## src/rtl/hazard_scoreboard.sv

```systemverilog
`default_nettype none
// +----------------------------------------------------------------------------+
// | Module : hazard_scoreboard                                                 |
// | Desc   : In-flight rd tracking for EX/MEM/WB plus load-use / load-wait     |
// |          stall and bubble generation for a 5-stage RISC-V pipeline.        |
// | Rev    : 1.0  initial release                                              |
// +----------------------------------------------------------------------------+
module hazard_scoreboard #(
    parameter int MEM_TIMEOUT = 16,
    parameter int CNT_W       = 16
) (
    input  logic             clk,
    input  logic             reset,
    input  logic             id_valid,
    input  logic [4:0]       id_rs1,
    input  logic [4:0]       id_rs2,
    input  logic             id_uses_rs1,
    input  logic             id_uses_rs2,
    input  logic [4:0]       id_rd,
    input  logic             id_regwrite,
    input  logic             id_memread,
    input  logic             flush,
    input  logic             mem_ready,
    output logic [4:0]       id_ex_rd,
    output logic             id_ex_regwrite,
    output logic [4:0]       ex_mem_rd,
    output logic             ex_mem_regwrite,
    output logic [4:0]       mem_wb_rd,
    output logic             mem_wb_regwrite,
    output logic             stall_id,
    output logic             stall_ex,
    output logic             bubble_ex,
    output logic             mem_timeout_err,
    output logic [CNT_W-1:0] stall_cycles
);

    localparam int                WAIT_W    = $clog2(MEM_TIMEOUT + 1);
    localparam logic [WAIT_W-1:0] C_TIMEOUT = WAIT_W'(MEM_TIMEOUT);
    localparam logic [CNT_W-1:0]  C_CNT_MAX = '1;

    typedef enum logic [0:0] {
        S_RUN      = 1'b0,
        S_MEM_WAIT = 1'b1
    } state_t;

    state_t            r_state;

    logic              r_ide_valid;
    logic [4:0]        r_ide_rd;
    logic              r_ide_regwrite;
    logic              r_ide_memread;
    logic              r_exm_valid;
    logic [4:0]        r_exm_rd;
    logic              r_exm_regwrite;
    logic              r_exm_memread;
    logic              r_mwb_valid;
    logic [4:0]        r_mwb_rd;
    logic              r_mwb_regwrite;

    logic [WAIT_W-1:0] r_wait_cnt;
    logic [WAIT_W-1:0] w_wait_next;
    logic              r_err;
    logic [CNT_W-1:0]  r_stall_cnt;

    logic              w_load_use;
    logic              w_mem_wait;
    logic              w_stall_id;
    logic              w_stall_ex;
    logic              w_bubble_ex;

    always_comb begin
        w_load_use = r_ide_valid && r_ide_memread && r_ide_regwrite &&
                     (r_ide_rd != 5'd0) && id_valid &&
                     ((id_uses_rs1 && (r_ide_rd == id_rs1)) ||
                      (id_uses_rs2 && (r_ide_rd == id_rs2)));
        w_mem_wait = r_exm_valid && r_exm_memread && !mem_ready;

        // Load wait outranks flush, which outranks a load-use stall.
        w_stall_ex  = !reset && w_mem_wait;
        w_stall_id  = !reset && (w_mem_wait || (w_load_use && !flush));
        w_bubble_ex = !reset && !w_mem_wait && (w_load_use || flush);
    end

    // In RUN the first wait cycle restarts the run length at one.
    always_comb begin
        if (r_state == S_RUN) begin
            w_wait_next = WAIT_W'(1);
        end else if (r_wait_cnt == C_TIMEOUT) begin
            w_wait_next = r_wait_cnt;
        end else begin
            w_wait_next = r_wait_cnt + WAIT_W'(1);
        end
    end

    always_ff @(posedge clk) begin
        if (reset) begin
            r_state        <= S_RUN;
            r_ide_valid    <= 1'b0;
            r_ide_rd       <= 5'd0;
            r_ide_regwrite <= 1'b0;
            r_ide_memread  <= 1'b0;
            r_exm_valid    <= 1'b0;
            r_exm_rd       <= 5'd0;
            r_exm_regwrite <= 1'b0;
            r_exm_memread  <= 1'b0;
            r_mwb_valid    <= 1'b0;
            r_mwb_rd       <= 5'd0;
            r_mwb_regwrite <= 1'b0;
            r_wait_cnt     <= '0;
            r_err          <= 1'b0;
            r_stall_cnt    <= '0;
        end else begin
            if (w_mem_wait) begin
                r_state     <= S_MEM_WAIT;
                r_ide_valid <= r_ide_valid && !flush;
                r_mwb_valid <= 1'b0;
                r_wait_cnt  <= w_wait_next;
                if (w_wait_next >= C_TIMEOUT) begin
                    r_err <= 1'b1;
                end
            end else begin
                r_state        <= S_RUN;
                r_ide_valid    <= id_valid && !flush && !w_load_use;
                r_ide_rd       <= id_rd;
                r_ide_regwrite <= id_regwrite;
                r_ide_memread  <= id_memread;
                r_exm_valid    <= r_ide_valid;
                r_exm_rd       <= r_ide_rd;
                r_exm_regwrite <= r_ide_regwrite;
                r_exm_memread  <= r_ide_memread;
                r_mwb_valid    <= r_exm_valid;
                r_mwb_rd       <= r_exm_rd;
                r_mwb_regwrite <= r_exm_regwrite;
                r_wait_cnt     <= '0;
            end
            if (w_stall_id && (r_stall_cnt != C_CNT_MAX)) begin
                r_stall_cnt <= r_stall_cnt + CNT_W'(1);
            end
        end
    end

    assign id_ex_rd        = r_ide_valid ? r_ide_rd : 5'd0;
    assign id_ex_regwrite  = r_ide_valid && r_ide_regwrite;
    assign ex_mem_rd       = r_exm_valid ? r_exm_rd : 5'd0;
    assign ex_mem_regwrite = r_exm_valid && r_exm_regwrite;
    assign mem_wb_rd       = r_mwb_valid ? r_mwb_rd : 5'd0;
    assign mem_wb_regwrite = r_mwb_valid && r_mwb_regwrite;
    assign stall_id        = w_stall_id;
    assign stall_ex        = w_stall_ex;
    assign bubble_ex       = w_bubble_ex;
    assign mem_timeout_err = r_err;
    assign stall_cycles    = r_stall_cnt;

endmodule
`default_nettype wire

```

## config.mk

```make
export PLATFORM = sky130hd
export DESIGN_NAME = hazard_scoreboard
export DESIGN_NICKNAME = d
export VERILOG_FILES = /design/src/rtl/hazard_scoreboard.sv
export SDC_FILE = /design/constraint.sdc
export NUM_CORES = 1
export LEC_CHECK = 0
export CAP_MARGIN = 20
export CELL_PAD_IN_SITES_DETAIL_PLACEMENT = 1
export CELL_PAD_IN_SITES_GLOBAL_PLACEMENT = 1
export CORE_ASPECT_RATIO = 0.75
export CORE_MARGIN = 2
export CORE_UTILIZATION = 38
export CTS_BUF_LIST = sky130_fd_sc_hd__clkbuf_8 sky130_fd_sc_hd__clkbuf_16
export DETAILED_ROUTE_END_ITERATION = 6
export PLACE_DENSITY_LB_ADDON = 0.08
export RECOVER_POWER = 100
export SLEW_MARGIN = 10
export SYNTH_ARGS = -nofsm -noshare
export SYNTH_HDL_FRONTEND = slang
export SYNTH_SLANG_ARGS = --single-unit
```

## constraint.sdc

```tcl
create_clock -name clk -period 4.19 [get_ports clk]
set_clock_uncertainty 0.05 [all_clocks]
set_input_delay 1.0475 -clock clk [delete_from_list [all_inputs] [get_ports clk]]
set_output_delay 1.0475 -clock clk [all_outputs]
set_load 0.01 [all_outputs]
```

Word level (Yosys, flattened, before mapping) --
Cells that the tools add are included.
Operators by class: add/sub/neg operators 2, order comparisons 1, equality and inequality tests 4, multiplexer cells 7, bitwise operators 1, reductions and logical operators 33
Operator list (count):
- $mux 5 | 5
- $logic_and 1x1->1 | 21
- $add 16x1->16 const B | 1
- $ne 16x16->1 const B | 1
- $eq 5x5->1 | 2
- $add 5x1->5 const B | 1
- $eq 5x5->1 const B | 1
- $ge 5x5->1 const B | 1
- $logic_not 1->1 | 5
- $reduce_bool 5->1 | 1
- $reduce_or 2->1 | 2
- $logic_or 1x1->1 | 3
- $mux 1 | 2
- $reduce_and 2->1 | 1
- $not 1->1 | 1
Word-level totals: register bits after elaboration 46, input port bits 24, output and inout bits 38, logic and storage cells 63

Longest topological paths before layout --
depth in word-level cells 9, depth in mapped cells 7

Least setup slack after synthesis --
No wires, ideal clock.
kind in2out, start in id_rs1[1], end out stall_id, data arrival time 1928 ps, data required time 3093 ps, slack 1165 ps, cell stages on the path 5, path buffers 0, path through xnor2_1 -> nand4_1 -> o22ai_1 -> nand3_1 -> nand2_1
Between the ends: word-level cells in the longest chain between the ends 7
Ends and longest elaborated chain:
- start: declaration | line 15 | input logic [4:0] id_rs1,
- $eq 5x5->1 | line 74 | ((id_uses_rs1 && (r_ide_rd == id_rs1)) ||
- $logic_and 1x1->1 | line 74
- $logic_or 1x1->1 | line 74
- $logic_and 1x1->1 | line 73 | (r_ide_rd != 5'd0) && id_valid &&
- $logic_and 1x1->1 | line 80 | w_stall_id = !reset && (w_mem_wait || (w_load_use && !flush));
- $logic_or 1x1->1 | line 80
- $logic_and 1x1->1 | line 80
- end: declaration | line 30 | output logic stall_id,
Every way passes these cells.

Worst setup path in the final report --
start in id_rs1[2], end out stall_id
Same word-level chain as after synthesis.

==> impl_metrics.tcl <==
set metrics [dict create \
    clkLatencyLatePin_ps 300 \
    yosys.cell_types.count 41 \
    start_kind "input pin" \
    synth_edf_count 0 \
    max_freq_mhz 248 \
    cp.depth 7 \
    holdCritPathClass "register to register" \
    ys_top_cells_by_area "dfxtp_1, nand2_1, a21oi_1, and2_1, mux2_2" \
    initial_core_util 0.396 \
    post_cts_resized 0 \
    drc_errors 0 \
    setup_viol 0 \
    setup_slack_ps 163 \
    crit_fanout 3 \
    fp-row-count 24 \
    synth-seq-cells 46 \
    netSwitchingPower_mw 0.195 \
    die_h_um 71.6 \
    holdPathStages 2 \
    reg2reg_setup_slack_ps 1780 \
    fin_crit_sh 0.961 \
    overflow 0 \
    cts_root_buffer "clkbuf_8" \
    period_minus_slack_ps 4030 \
    antenna_found_initial 0 \
    tightest_slew_ps 1090 \
    vdd_drop_max_uv 119 \
    power.share.clock 0.390 \
    drt_pass1_iterations 4 \
    powerDensity_nw_per_um2 277 \
    clockBufferDepth 2 \
    place_ws_ps 217 \
    finalWirelength_um 6540 \
    synthArstFlopShare 0 \
    layoutNonFillerInstCount 422 \
    drt-wirelength-per-cell_um 15.5 \
    slew_headroom 0.276 \
    multi_input_area_um2 1290 \
    crit_required_ps 3090 \
    slowest_delay_ps 600 \
    hold_ws_ps 397 \
    register_area_um2 921 \
    routed-via-count 2165 \
    clk_pin_slew_ps 90 \
    dieArea_um2 6740 \
    worstPathCellList "clkdlybuf4s50_1 -> xnor2_1 -> nand4_1 -> o22ai_1 -> nand3_1 -> nand2_1 -> dlygate4sd3_1" \
    leakage_nw 1.27 \
    synth.most_common_cell "nand2_1" \
    maxCapViolations 0 \
    synthCells 282 \
    core-area_um2 5860 \
    detail_route.vias_per_cell 5.13 \
    seq_power_share 0.535 \
    htreeDepth 2 \
    yosysTopAreaCell "dfxtp_1" \
    power_switching_share 0.228 \
    grt_pass1_vias 2242 \
    end_kind "output port" \
    io_pins 62 \
    yosysSeqAreaShare 0.398 \
    p_int_mw 0.659 \
    rsz0062_at_grt "false" \
    track_usage 0.205 \
    synth.avg_cell_area_um2 8.21 \
    cts_hold_buf 0 \
    share_comb_of_total_power 0.075 \
    drive_gt1_frac 0.0843 \
    diodes 0 \
    worstSetupPathType "input pin to output port" \
    final_hold_viol_count 0 \
    die_x_um 94.1 \
    synthTopCellsByCount "nand2_1, dfxtp_1, a21oi_1, nor2_1, and2_1" \
    netlist.area_leader.share 0.398 \
    synth_ff_type "dfxtp_1" \
    syn-cell-area_um2 2320 \
    dp.cells 414 \
    syn-num-nets 309 \
    synth-warning-count 0 \
    num-fill-cells 747 \
    timing.critical_path.buf_inv 2 \
    cts_tree "done" \
    grt_max_degree 24 \
    cpLargestDelayFamily "buffers and inverters" \
    gp_congestion 0.810 \
    crit_slowest_cell "dlygate4sd3_1" \
    postCtsSetupRepairBufs 0 \
    arrival_ps 2930 \
    grt_pass1_wl_um 10800 \
    post-dp-hpwl_um 4790 \
    nNetsFinal 370 \
    io_buffer_count 61 \
    drt-initial-drc-count 75 \
    drtAntennaViolNets 0 \
    area_delta_synth_final_pct 33.1 \
    setup_tns_ps 0 \
    reg2reg_depth 7 \
    cts.sinks 46 \
    status "finished clean" \
    numCtsBuffers 5 \
    slew_viol_final 0 \
]
## sequential cells by signal, summed over array words and instances (netlist names), 5 cells and up
signal and cells:
r_mwb_rd 5, r_ide_rd 5, r_exm_rd 5, r_wait_cnt 5, stall_cycles 16
## cells in the final DEF, fill, tap and decap left out, types with 2 or more instances in the layout
| cell type | Yosys | layout |
|---|---|---|
| a21oi_1 | 28 | 28 |
| o211ai_1 | 3 | 3 |
| clkbuf_1 | 10 | 4 |
| mux2_2 | 10 | 10 |
| nand4_1 | 8 | 8 |
| nand3_1 | 12 | 12 |
| nand2b_1 | 2 | 2 |
| nor3_1 | 4 | 4 |
| xnor2_1 | 12 | 12 |
| o22ai_1 | 2 | 2 |
| a211oi_1 | 5 | 5 |
| inv_1 | 5 | 6 |
| nor2_1 | 21 | 21 |
| dlygate4sd3_1 | 1 | 36 |
| and2_0 | 0 | 2 |
| dfxtp_1 | 46 | 46 |
| o21a_1 | 2 | 2 |
| nor2b_1 | 10 | 10 |
| and2_2 | 2 | 2 |
| and3_1 | 3 | 3 |
| clkbuf_8 | 0 | 5 |
| nand2_1 | 50 | 50 |
| buf_4 | 0 | 3 |
| and2_1 | 18 | 16 |
| mux2i_1 | 2 | 2 |
| and4_1 | 3 | 3 |
| ha_1 | 3 | 3 |
| xor2_1 | 2 | 2 |
| clkdlybuf4s50_1 | 0 | 24 |
## cell families (layout without fill, tap and decap cells)
logic type | after synthesis | in the layout | share of synthesized area
AND/OR/NAND/NOR | 141 | 141 | 0.306
flip-flops | 46 | 46 | 0.398
AO/OA/AOI/OAI | 45 | 45 | 0.118
buffers and inverters | 20 | 82 | 0.0448
XOR/XNOR | 14 | 14 | 0.0529
multiplexers | 13 | 13 | 0.0637
adder cells (fa/ha/maj) | 3 | 3 | 0.0162
## power groups by stage
stage                     Combinational, mW  Clock, mW  Sequential (mW)
after floorplan                      0.0326          0            0.463
after global placement               0.0635          0            0.466
after detailed placement             0.0652          0            0.467
after CTS                            0.0659      0.340            0.456
after global routing                 0.0713      0.357            0.458
final                                0.0643      0.333            0.456
## path summary, 6_finish.rpt
path | from | to
worst max-delay path | id_rs1[2] | stall_id
worst min-delay path | r_mwb_rd[4]$_SDFFE_PP0N_ | r_mwb_rd[4]$_SDFFE_PP0N_
worst max register to register | r_exm_valid$_SDFFE_PP0N_ | stall_cycles[11]$_SDFFE_PP0P_
worst min register to register | r_mwb_rd[4]$_SDFFE_PP0N_ | r_mwb_rd[4]$_SDFFE_PP0N_
## metal layers
metal  global-route usage  vias up  share of wire
met5                    0        -              0
met4               0.0676        0          0.013
met3               0.0389        7          0.048
met2                0.349       62           0.47
met1                0.263     1014           0.47
li1                     -     1082              -
## layout make-up
cell class,instances,area share
timing repair buffer,68,0.209
clock buffer,5,0.0223
sequential,46,0.299
clock inverter,3,0.0134
multi-input combinational,216,0.418
inverter,6,0.00731
tap,78,0.0317
## per-stage QoR
stage                     cell area (um^2)  utilization  power, mW
final                                 3080        0.526      0.853
after detailed placement              2990        0.511      0.532
after floorplan                       2320            -      0.495
after global placement                2990        0.511      0.530
after global routing                  3080        0.526      0.887
after CTS                             3100        0.529      0.862
## worst register-to-register path: stages (launching register included)
cell      delay (ps)
dfxtp_1          470
nand2_1          110
or3_1            410
clkinv_1          90
clkbuf_1         290
nand2_1          280
a21oi_1          260
mux2_2           350
(Power assumes the default switching activity.)
